## config.mk

```make
export PLATFORM = sky130hd
export DESIGN_NAME = imem_prog_loader
export DESIGN_NICKNAME = d
export VERILOG_FILES = /design/src/rtl/imem_prog_loader.sv
export SDC_FILE = /design/constraint.sdc
export NUM_CORES = 1
export LEC_CHECK = 0
export ABC_AREA = 1
export BUFFER_PORTS_ARGS = -buffer_cell sky130_fd_sc_hd__buf_2
export CAP_MARGIN = 40
export CORE_MARGIN = 3
export CORE_UTILIZATION = 64
export CTS_BUF_LIST = sky130_fd_sc_hd__clkbuf_8
export DETAILED_ROUTE_END_ITERATION = 8
export PLACE_DENSITY = 0.89
export SLEW_MARGIN = 20
export SYNTH_ARGS = -nofsm -noshare
export SYNTH_HDL_FRONTEND = slang
export SYNTH_SLANG_ARGS = --single-unit
```

## constraint.sdc

```tcl
create_clock -name clk -period 4.22 [get_ports clk]
set_clock_uncertainty 0.15 [all_clocks]
set_input_delay 0.633 -clock clk [delete_from_list [all_inputs] [get_ports clk]]
set_output_delay 0.633 -clock clk [all_outputs]
set_load 0.01 [all_outputs]
```

## src/rtl/imem_prog_loader.sv

```systemverilog
// Byte-stream program loader: unpacks framed UART bytes into 32-bit instruction
// writes and holds the CPU in reset until a complete, checksummed image is in place.
module imem_prog_loader #(
    parameter int         DEPTH       = 31,
    parameter int         ADDR_W      = 5,
    parameter logic [7:0] SYNC_BYTE   = 8'hA5,
    parameter int         TIMEOUT_CYC = 1000000
) (
    input  logic              clk,
    input  logic              reset,
    input  logic              rx_valid,
    input  logic [7:0]        rx_data,
    output logic              rx_ready,
    output logic              imem_we,
    output logic [ADDR_W-1:0] imem_addr,
    output logic [31:0]       imem_wdata,
    output logic              cpu_hold,
    output logic              load_done,
    output logic [1:0]        err_code,
    output logic [5:0]        words_loaded
);
    localparam int TW = $clog2(TIMEOUT_CYC + 1);

    typedef enum logic [2:0] {IDLE, COUNT, DATA, CHECK, DONE, ERR} state_t;

    state_t            state, nextState;
    logic [1:0]        errNext;
    logic [TW-1:0]     idleCnt;
    logic [ADDR_W-1:0] countN, wordIdx;
    logic [1:0]        byteIdx;
    logic [23:0]       asmReg;
    logic [7:0]        runXor;

    logic accept, inFrame, timeoutHit, countOk, lastWord;

    assign accept     = rx_valid && rx_ready;
    assign inFrame    = (state == COUNT) || (state == DATA) || (state == CHECK);
    assign timeoutHit = inFrame && !accept && (idleCnt == TW'(TIMEOUT_CYC - 1));
    assign countOk    = (rx_data != 8'd0) && ({24'd0, rx_data} <= 32'(DEPTH));
    assign lastWord   = (byteIdx == 2'd3) && (wordIdx == countN - 1'b1);

    always_ff @(posedge clk) begin
        if (!reset) state <= IDLE;
        else        state <= nextState;
    end

    always_comb begin
        nextState = state;
        errNext   = err_code;
        case (state)
            IDLE, DONE, ERR:
                if (accept && rx_data == SYNC_BYTE) begin
                    nextState = COUNT;
                    errNext   = 2'b00;
                end
            COUNT:
                if (accept) begin
                    if (countOk) nextState = DATA;
                    else begin
                        nextState = ERR;
                        errNext   = 2'b01;
                    end
                end
            DATA:
                if (accept && lastWord) nextState = CHECK;
            CHECK:
                if (accept) begin
                    if (rx_data == runXor) nextState = DONE;
                    else begin
                        nextState = ERR;
                        errNext   = 2'b10;
                    end
                end
            default: nextState = IDLE;
        endcase
        // timeoutHit implies no byte this cycle, so it never competes with the cases above
        if (timeoutHit) begin
            nextState = ERR;
            errNext   = 2'b11;
        end
    end

    // Hold covers ERR too, so a partial or corrupt image never runs.
    always_comb begin
        cpu_hold  = (state == COUNT) || (state == DATA) || (state == CHECK) || (state == ERR);
        load_done = (state == DONE);
    end

    always_ff @(posedge clk) begin
        if (!reset) begin
            rx_ready     <= 1'b0;
            imem_we      <= 1'b0;
            imem_addr    <= '0;
            imem_wdata   <= '0;
            err_code     <= 2'b00;
            words_loaded <= '0;
            idleCnt      <= '0;
            countN       <= '0;
            wordIdx      <= '0;
            byteIdx      <= '0;
            asmReg       <= '0;
            runXor       <= '0;
        end else begin
            rx_ready <= 1'b1;
            imem_we  <= 1'b0;
            err_code <= errNext;
            if (accept || !inFrame) idleCnt <= '0;
            else                    idleCnt <= idleCnt + 1'b1;
            case (state)
                IDLE, DONE, ERR:
                    if (accept && rx_data == SYNC_BYTE) words_loaded <= '0;
                COUNT:
                    if (accept) begin
                        countN  <= rx_data[ADDR_W-1:0];
                        wordIdx <= '0;
                        byteIdx <= '0;
                        runXor  <= rx_data;
                    end
                DATA:
                    if (accept) begin
                        asmReg  <= {asmReg[15:0], rx_data};
                        runXor  <= runXor ^ rx_data;
                        byteIdx <= byteIdx + 1'b1;
                        if (byteIdx == 2'd3) begin
                            imem_we      <= 1'b1;
                            imem_addr    <= wordIdx;
                            imem_wdata   <= {asmReg, rx_data};
                            words_loaded <= words_loaded + 6'd1;
                            wordIdx      <= wordIdx + 1'b1;
                        end
                    end
                default: ;
            endcase
        end
    end
endmodule

```

==> summary.txt <==
Run status
  – Status: complete, no violations

Worst setup path
  – Biggest cell delay along the critical path: 590 ps
  – Req. time, crit path: 4380 ps
  – Crit path kind: flop to flop
  – CP endpoint kind: flop
  – Worst EP arrival: 2760 ps
  – Worst path cell trace: nand2_1 > nor2_1 > nand2_4 > clkinv_2 > o21ai_4 > inv_2 > a21o_1 > nand2_1 > nor2_1
  – Worst Setup Start Kind: flop
  – Worst Path Buf+Inv: 2
  – Delay-heaviest family, CP: buffers and inverters
  – Critical Path Slowest Stage Cell: clkinv_2
  – Crit path max fanout: 64

Synth
  – Area contributors post-synth: dfxtp_1 (47%), a21oi_1 (9.1%), o21ai_0 (8.5%)
  – Synth top area share: 46.9%
  – Unique cell type count in the Yosys netlist: 37
  – Synth Register Bits: 114
  – Syn Nets: between 600 and 700
  – Post-synthesis instance area: approximately 4900 um2
  – Ys Warns: 0
  – Area leader, netlist: dfxtp_1
  – Post-synthesis cell count: 641
  – Register area share after synthesis: 46.9%
  – Mean Syn Cell Area: 7.60 um2

Finish
  – Ant. Diodes: 0
  – Final net count: 711
  – Commonest non-fill, non-tap cell in the layout: dfxtp_1
  – Most frequent cells in the layout: dfxtp_1 (114), a21oi_1 (89), o21ai_0 (83)
  – Fillers: between 400 and 500
  – Area Overhead vs Synth: 14.9%
  – Ratio of cells with drive above 1 in the final layout: between 10% and 20%

Place
  – Post-DP HPWL: ~7.4 mm
  – PortBufs: 59
  – Final GP Congestion: 0.845

Routing
  – Drc violations: 0
  – Vias per cell: 5.51
  – Vias: 4,445
  – WL final: 11.2 mm
  – Drt pass-1 iters: 5
  – DR iter-0 viols: 339
  – Antenna Nets Post-Route: 0
  – Drt wl/cell: 13.9 um

Timing
  – RSZ-0062 raised after global routing: false
  – Fmax: 385 MHz
  – Slew headroom: a little over half
  – Min Tclk post-route: about 2600 ps
  – Setup tns final: 0 ps
  – Fin. max-slew vios: 0
  – Final period utilization: 61.6%
  – Hold slack: 311 ps
  – # setup viols final: 0
  – Final Hold Viols: 0
  – Worst slew pin tran: 713 ps

Floorplan
  – Die Width: 93.2 um
  – Core Box Area: 7330 um2
  – I/O pin total: 60
  – Die Height: ~93 um
  – Initial Util: 66.4%
  – Rows: 31
  – Die ar.: 8690 um2

CTS
  – CTS H-Tree Depth: 4
  – Worst-path clk slew: around 70 ps
  – Cts repair resizes: 0
  – CTS tree: built
  – CTS root buf: clkbuf_8
  – Clk sinks: 114
  – Number of setup buffers added after CTS: 0
  – CTS buffer count: 17
  – Clk_lat worst skew: 430 ps
  – CTS Hold Buffers Added: 0
  – CTS max path bufs: 2

Power
  – Pwr/cell area: 475 nW/um2
  – Worst vdd ir: between 200 and 300 uV
  – Leak: 0.00233 uW

Global route
  – Vias in the first global route: a little over 4,000
  – First-pass GRT wire length: about 19 mm
  – Global route total overflow: 0
  – Antenna violations before repair: 0
  – Pin count of the biggest net entering global routing: 81
  – Total GRT Usage: 26.6%

Hold path
  – HP Class: flop to flop

Flow run
  – Max-cap viol count: 0
==> power breakdown <==
part	internal [uW]	total, uW	switching (uW)	leakage [uW]
Combinational	132	410	278	0.00119
Clock	639	1070	430	0.000217
Sequential	1130	1180	46.7	0.000920
==> registers in the layout, indices dropped and copies added, names as in the netlist, 3 cells and up <==
register and cells:
countN 5, runXor 8, words_loaded 6, imem_addr 5, wordIdx 5, imem_wdata 32, asmReg 24, idleCnt 20
state 3
==> Yosys cell counts, drive strengths merged <==
master and number:
dfxtp 114, a21oi 90, nor2 85, o21ai 85, nand2 78, inv 66
nand3 33, nor3 16, clkbuf 13, buf 12, xor2 10, xnor2 8
nand4 7, ha 5, a31oi 3, clkinv 3, or2 3, nor4 2
o21a 2, a211oi 1, a21o 1, nand3b 1, nor3b 1, o211a 1
o31ai 1
==> layer usage <==
| layer | track usage (%) | vias up | wire length (um) |
|---|---|---|---|
| met3 | 7.40 | 39 | 683 |
| met2 | 43.1 | 158 | 5300 |
| met5 | 0 | - | 0 |
| met1 | 33.6 | 2017 | 4830 |
| met4 | 10.6 | 0 | 346 |
| li1 | - | 2231 | - |
==> metrics by stage <==
stage | cells | area, um2 | total power [uW] | setup WS, ps | util (%)
2_1_floorplan | 641 | 4870 | 1510 | 2290 | -
5_1_grt | 806 | 5590 | 2770 | 1340 | 76.3
6_report | 806 | 5590 | 2660 | 1620 | 76.3
4_1_cts | 806 | 5590 | 2660 | 1610 | 76.3
3_5_place_dp | 775 | 5170 | 1600 | 1190 | 70.5
3_3_place_gp | 775 | 5170 | 1580 | 1310 | 70.5
==> worst paths after layout <==
kind / depth (start not counted) / startpoint / slack, ps / endpoint
worst min register to register: 1 / idleCnt[0] / 310 / idleCnt[0]
worst max-delay path: 9 / rx_ready / 1620 / words_loaded[2]
worst min-delay path: 1 / idleCnt[0] / 310 / idleCnt[0]
worst max register to register: 9 / rx_ready / 1620 / words_loaded[2]
==> logic make-up (layout without fill, tap and decap cells) <==
logic type	after synthesis	count (layout)	synth area share, %
buf+inv	94	160	7.92
simple gates	226	226	20.8
xor+xnor	18	18	3.24
flops	114	114	46.9
fa+ha+maj	5	5	1.29
compound gates	184	184	19.9
==> final cells by class <==
| cell class | count | area [um2] | share of cell area (%) |
|---|---|---|---|
| Clock buffer | 21 | 289 | 5.17 |
| Clock inverter | 10 | 131 | 2.35 |
| Inverter | 69 | 262 | 4.68 |
| Multi-Input combinational cell | 433 | 2200 | 39.4 |
| Sequential cell | 114 | 2280 | 40.8 |
| Tap cell | 99 | 124 | 2.22 |
| Timing Repair Buffer | 60 | 303 | 5.42 |
Note: power is estimated with default switching activity, not from simulation.
